### config.mk
export PLATFORM = sky130hd
export DESIGN_NAME = mem_arbiter
export DESIGN_NICKNAME = d
export VERILOG_FILES = /design/src/rtl/mem_arbiter.sv
export SDC_FILE = /design/constraint.sdc
export NUM_CORES = 1
export LEC_CHECK = 0
export BUFFER_PORTS_ARGS = -buffer_cell sky130_fd_sc_hd__buf_2
export CAP_MARGIN = 30
export CORE_ASPECT_RATIO = 1.5
export CORE_MARGIN = 4
export CORE_UTILIZATION = 50
export DETAILED_ROUTE_END_ITERATION = 8
export PLACE_DENSITY_LB_ADDON = 0.2
export SLEW_MARGIN = 20
export SYNTH_ARGS = -nofsm -noshare
export SYNTH_HDL_FRONTEND = slang
export SYNTH_SLANG_ARGS = --single-unit
export TNS_END_PERCENT = 20
### constraint.sdc
create_clock -name clk -period 2.3 [get_ports clk]
set_clock_uncertainty 0.05 [all_clocks]
set_input_delay 0.46 -clock clk [delete_from_list [all_inputs] [get_ports clk]]
set_output_delay 0.46 -clock clk [all_outputs]
set_load 0.02 [all_outputs]
### src/rtl/mem_arbiter.sv
// Round-robin arbiter that shares one synchronous single-port memory between a fetch port and a data port.
// Every access spends one ISSUE cycle on the memory; a read adds one WAIT cycle while the memory registers its data.
module mem_arbiter #(
    parameter int ADDR_W = 12,
    parameter int DATA_W = 32
) (
    input  logic              clk,
    input  logic              clear_n,
    input  logic              f_req,
    input  logic [ADDR_W-1:0] f_addr,
    output logic              f_gnt,
    output logic              f_rvalid,
    output logic [DATA_W-1:0] f_rdata,
    input  logic              d_req,
    input  logic              d_we,
    input  logic [ADDR_W-1:0] d_addr,
    input  logic [DATA_W-1:0] d_wdata,
    output logic              d_gnt,
    output logic              d_rvalid,
    output logic [DATA_W-1:0] d_rdata,
    output logic [ADDR_W-1:0] mem_address,
    output logic [DATA_W-1:0] mem_writeData,
    output logic              mem_memRead,
    output logic              mem_memWrite,
    input  logic [DATA_W-1:0] mem_dataOutput,
    output logic              busy
);

    typedef enum logic [1:0] {
        IDLE  = 2'd0,
        ISSUE = 2'd1,
        WAIT  = 2'd2
    } state_t;

    state_t state, state_next;

    logic              prio_data, prio_data_next;
    logic              port_data, port_data_next;
    logic              is_write, is_write_next;
    logic              pick_data;
    logic              take_write;

    logic              f_gnt_next, d_gnt_next;
    logic              f_rvalid_next, d_rvalid_next;
    logic              mem_read_next, mem_write_next;
    logic [ADDR_W-1:0] address_next;
    logic [DATA_W-1:0] write_data_next;
    logic [DATA_W-1:0] f_rdata_next, d_rdata_next;

    // prio_data set means the fetch port was granted last, so data wins the next tie.
    assign pick_data  = d_req & (~f_req | prio_data);
    assign take_write = pick_data & d_we;
    assign busy       = (state != IDLE);

    always_comb begin
        state_next      = state;
        prio_data_next  = prio_data;
        port_data_next  = port_data;
        is_write_next   = is_write;
        f_gnt_next      = 1'b0;
        d_gnt_next      = 1'b0;
        f_rvalid_next   = 1'b0;
        d_rvalid_next   = 1'b0;
        mem_read_next   = 1'b0;
        mem_write_next  = 1'b0;
        address_next    = mem_address;
        write_data_next = mem_writeData;
        f_rdata_next    = f_rdata;
        d_rdata_next    = d_rdata;

        case (state)
            IDLE: begin
                if (f_req || d_req) begin
                    state_next     = ISSUE;
                    port_data_next = pick_data;
                    is_write_next  = take_write;
                    prio_data_next = ~pick_data;
                    mem_read_next  = ~take_write;
                    mem_write_next = take_write;
                    if (pick_data) begin
                        d_gnt_next      = 1'b1;
                        address_next    = d_addr;
                        write_data_next = d_wdata;
                    end else begin
                        f_gnt_next   = 1'b1;
                        address_next = f_addr;
                    end
                end
            end

            ISSUE: begin
                state_next = is_write ? IDLE : WAIT;
            end

            // The memory registered the read word at the end of ISSUE; hand it to the winner.
            WAIT: begin
                state_next = IDLE;
                if (port_data) begin
                    d_rdata_next  = mem_dataOutput;
                    d_rvalid_next = 1'b1;
                end else begin
                    f_rdata_next  = mem_dataOutput;
                    f_rvalid_next = 1'b1;
                end
            end

            default: begin
                state_next = IDLE;
            end
        endcase
    end

    always_ff @(posedge clk or negedge clear_n) begin
        if (!clear_n) begin
            state <= IDLE;
        end else begin
            state <= state_next;
        end
    end

    always_ff @(posedge clk or negedge clear_n) begin
        if (!clear_n) begin
            prio_data     <= 1'b0;
            port_data     <= 1'b0;
            is_write      <= 1'b0;
            f_gnt         <= 1'b0;
            d_gnt         <= 1'b0;
            f_rvalid      <= 1'b0;
            d_rvalid      <= 1'b0;
            mem_memRead   <= 1'b0;
            mem_memWrite  <= 1'b0;
            mem_address   <= '0;
            mem_writeData <= '0;
            f_rdata       <= '0;
            d_rdata       <= '0;
        end else begin
            prio_data     <= prio_data_next;
            port_data     <= port_data_next;
            is_write      <= is_write_next;
            f_gnt         <= f_gnt_next;
            d_gnt         <= d_gnt_next;
            f_rvalid      <= f_rvalid_next;
            d_rvalid      <= d_rvalid_next;
            mem_memRead   <= mem_read_next;
            mem_memWrite  <= mem_write_next;
            mem_address   <= address_next;
            mem_writeData <= write_data_next;
            f_rdata       <= f_rdata_next;
            d_rdata       <= d_rdata_next;
        end
    end

endmodule

# Word level (Yosys, flattened, before mapping)
# Cells that the tools add are included.
dict set report totals {
  in_bits 93
  output_inout_bits 115
  register_bits 119
}
dict set report op_classes {
  n_eq_ne 3
  muxes 18
  reduce_logical 7
  bitwise_logic 7
}
# op count
set op_table {}
lappend op_table {{$mux 1} 14}
lappend op_table {{$mux 12} 1}
lappend op_table {{$reduce_and 2->1} 3}
lappend op_table {{$mux 2} 2}
lappend op_table {{$not 1->1} 4}
lappend op_table {{$pmux 2 s2} 1}
lappend op_table {{$reduce_and 3->1} 1}
lappend op_table {{$and 1x1->1} 2}
lappend op_table {{$eq 2x1->1 const B} 1}
lappend op_table {{$eq 2x2->1 const B} 1}
lappend op_table {{$logic_not 2->1} 1}
lappend op_table {{$ne 2x2->1 const B} 1}
lappend op_table {{$reduce_bool 2->1} 1}
lappend op_table {{$logic_or 1x1->1} 1}
lappend op_table {{$or 1x1->1} 1}

# Longest topological paths before layout
dict set report logic_depth {
  word_depth 7
  mapped_depth 5
  mapped_depth_nobuf 3
}

# Worst setup path before layout
# OpenSTA, ideal clock, no wires.
dict set report synth_path {
  path_type {register to register}
  from {reg state[0]}
  to {reg mem_writeData[27]}
  stages_incl_launch_ff 6
  arrival_time_ns 1.354
  setup_time_ns 0.127
  setup_slack_ns 0.768
  cell_sequence {dfrtp_1 -> nor2_2 -> and3_1 -> buf_6 -> buf_6 -> mux2_1}
}
dict set report synth_via {
  elab_chain_cells 2
}
# item line
set synth_rtl {}
lappend synth_rtl {{start: declaration} 35} ;# state_t state, state_next;
lappend synth_rtl {{start signal: assignment} 117} ;# state <= state_next;
lappend synth_rtl {{$logic_not 2->1} 71} ;# case (state)
lappend synth_rtl {{$reduce_and 3->1 (no source line)} -}
lappend synth_rtl {{end signal: assignment} 147} ;# mem_writeData <= write_data_next;
lappend synth_rtl {{end: declaration} 22} ;# output logic [DATA_W-1:0] mem_writeData,
# Every way passes these cells.
# A chain may end at the register's enable or synchronous reset.

# Worst setup path in the final report
dict set report layout_path {
  from {reg state[0]}
  to {out busy}
}
dict set report layout_via {
  elab_chain_cells 1
}
# item line
set layout_rtl {}
lappend layout_rtl {{$reduce_bool 2->1} 53} ;# assign busy = (state != IDLE);
lappend layout_rtl {{end: declaration} 26} ;# output logic busy
# Every way passes these cells.

==> results <==
- Summed over all layers, the routed wires come to 10.5 mm.
- The via count of the first global-routing pass is 3483.
- The synthesis warning total is 0.
- The area of the core is 8780 um2.
- Summing internal, switching and leakage power gives 10.3 mW.
- The critical register-to-register path endpoint is mem_address[7].
- After detailed placement, the total cell area comes to 5660 um2.
- The number of nets in the synthesized netlist is 365.
- The critical path class is flop to output pin.
- The overflow left after global routing is 0.
- The finished cells cover 6200 um2.
- Summing over every cut layer, the via total after detailed routing is 3120.
- The power per standard cell area is 1660 nW/um2.
- The data required time at the worst endpoint is 1790 ps.
- The first global-routing pass estimated 16.7 mm of wire.
- The fraction of power spent switching nets is 37.0%.
- The proportion of power drawn by flip-flops and latches is 35.9%.
- The number of cells traversed by the worst register-to-register path is 5.
- Of the total power, the clock network draws 22.3%.
- The CTS tree is built.
- Input and output buffers added on the ports amount to 207.
- The cell area after synthesis is 4470 um2.
- The buffer levels on the longest clock path is 2.
- The arrival time reported for the critical path endpoint is 1550 ps.
- Leaving out fill and tap cells, the most frequent cell in the layout is buf_2.
- The storage element area is 2980 um2.
- The type of origin of the critical path is a flop.
- The violation count after the first detailed-routing iteration is 109.
- The fraction of layout instances using a drive strength above 1 is 66.3%.
- Of all nets on the critical path, the largest fanout is 9.
- Using the TritonRoute via totals, the vias-per-cell ratio works out to 5.05.
- Setup violations remaining at the end of the flow were counted as 0.
- The site row count is 42.
- The initial antenna violation count came to 0.
- From synthesis to final layout, the design area changed by 38.8%.
- The distinct cell type count after synthesis is 22.
- Across the VDD grid, the largest voltage drop is 0.000850 V.
- Entering global routing, the biggest net connects 60 pins.
- Adding up every negative setup slack in the final design gives 0 ps.
- The number of maximum-capacitance violations is 0.
- The initial utilization of the core area, before any placement, comes to 50.9%.
- Setup repair after global routing left no endpoint under its margin.
- The share of the Yosys chip area taken by registers is 66.7%.
- The worst reg-to-reg setup slack is 430 ps.
- The post-CTS repair timing setup buffer count is 0.
- The filler cell count is 650.
- Each instance of the synthesized netlist takes up on average 16.4 um2.
- Once detailed placement completed, the half-perimeter wirelength came to 7.91 mm.
- The root cell of the clock tree is clkbuf_16.
- The final number of max-transition violations is 0.
- The run finished with clean final reports.
- In the routed design, unresolved DRC markers number 0.
- The weighted congestion reported at the end of routability-driven placement is 0.791.
- The die covers 10500 um2.
- The total global-route track usage is 20.8%.
- For this design, the sink count on the clock tree is 119.
- The number of standard cells after synthesis is 272.
- The tightest min-delay check is of the primary input to flop type.
- The net switching component of the power is 3.81 mW.
- The final-report hold violation count is 0.
- The cell leakage power is 3.15 nW.
- In this run the tightest slew margin relative to its limit is 60.1%.
- Once detail routing completed, the nets flagged for antenna violations numbered 0.
- The capturing element of the worst setup path is busy.
- In the layout the commonest cells are buf_2, dfrtp_1, mux2_2, clkbuf_16.
- Internal power comes to 6.48 mW.
- TritonCTS created 17 clock buffers.
- For this run, the post-layout net count is 589.
- From left edge to right edge, the die measures 85.2 um.
- The clock edge transition at the registers on the reported setup and hold paths is 50 ps.
- The worst register-to-register path begins at state[0].
- The synthesized design contains 119 register bits.
- The final critical path takes up 89.5% of the cycle.
- Combinational logic is responsible for 41.8% of the overall power.
- The height of the die is 124 um.
- The clock latency on the worst-skew pair is 390 ps.
- The pre-antenna-repair detailed-routing pass consisted of 5 iterations.
- The beginning of the critical path is state[0].
- Based on the critical path, the design can be clocked at up to 486 MHz.
- CTS built an H-tree with a depth of 4.
- The post-detailed-route wirelength per cell is 17.1 um.
- The final core utilization is 70.6%.
- The kind of end point of the critical path is an output pin.
- Subtracting the final worst setup slack from the clock period gives 2060 ps.
- At the pin with the least slew margin, the transition time is 594 ps.
- The count of pins on the block boundary is 208.
- The total area of multi-input combinational cells is 1390 um2.
[layout make-up]
cell class,instances,share of cell area [%]
clock inverters,4,0.323
inverters,4,0.242
well taps,110,2.22
flip-flops and latches,119,48.1
clock buffers,26,8.06
diodes,1,0.0404
multi-input cells,135,22.4
repair buffers,219,18.7
[worst max-delay path: stages, from the launching register on]
cell and delay [ps]:
dfrtp_1 430, nor2_2 300, buf_4 210, inv_1 60, buf_2 160
[metal layers]
metal | wire, um | GRT usage, % | up-vias | part of all wire (%)
li1 | - | - | 1426 | -
met1 | 3820 | 22.4 | 1535 | 36
met2 | 5690 | 36.9 | 143 | 54
met3 | 811 | 6.62 | 16 | 7.7
met4 | 227 | 9.60 | 0 | 2.2
met5 | 0 | 0 | - | 0
[cells in the mapped netlist]
cell type	count	share of area, %
mux2_2	90	23
nor2_1	1	0.084
nor2_2	1	0.14
and3_1	13	1.8
o21ai_1	1	0.11
a21o_1	2	0.34
a22o_1	1	0.20
nand3b_1	1	0.17
nor3b_1	1	0.17
a21boi_1	1	0.17
nand2b_1	1	0.14
dfrtp_1	119	67
mux2_1	6	1.5
a221o_1	12	2.7
buf_2	5	0.56
buf_6	3	0.76
nor3b_2	1	0.28
clkbuf_1	3	0.25
inv_1	4	0.34
and2_1	2	0.28
buf_4	3	0.50
a21oi_1	1	0.11
[logic make-up after synthesis]
logic type | after synthesis | share of synthesized area, %
buffers and inverters | 18 | 2.41
flip-flops | 119 | 66.7
multiplexers | 96 | 24.2
AND/OR/NAND/NOR | 21 | 3.08
AO/OA/AOI/OAI | 18 | 3.61
[worst min path at each step]
stage	from	to	depth (start not counted)
6_report	d_wdata[29]	mem_writeData[29]	2
3_3_place_gp	clear_n	f_rdata[5]	1
4_1_cts	d_wdata[29]	mem_writeData[29]	2
3_5_place_dp	clear_n	d_rdata[7]	1
5_1_grt	d_wdata[28]	mem_writeData[28]	2
2_1_floorplan	clear_n	d_gnt	0
[power by group through the flow]
stage	clock [mW]	sequential [mW]	combinational, mW
after floorplan	0	4.92	1.55
after global placement	0	3.66	4.24
after detailed placement	0	3.71	4.36
after CTS	2.35	3.70	4.38
after global routing	2.44	3.82	4.60
final	2.30	3.69	4.30
[registers in the layout, summed over array words and instances, names as in the netlist]
signal         cells
mem_memRead        1
d_gnt              1
is_write           1
port_data          1
d_rvalid           1
mem_address       12
d_rdata           32
f_rdata           32
mem_memWrite       1
mem_writeData     32
prio_data          1
f_rvalid           1
state              2
f_gnt              1
[timing repair]
action	4_1_cts	5_1_grt
gates resized for setup	0	0
endpoints found under the hold margin	18	0
hold buffers	1	0
[through the flow]
step / setup WS, ps / cells / hold slack, ps
floorplan: 768 / 272 / 114
global placement: 519 / 585 / 312
detailed placement: 449 / 586 / 318
CTS: 221 / 617 / 215
global route: 153 / 617 / 225
finish: 241 / 618 / 230
(Power assumes the default switching activity.)
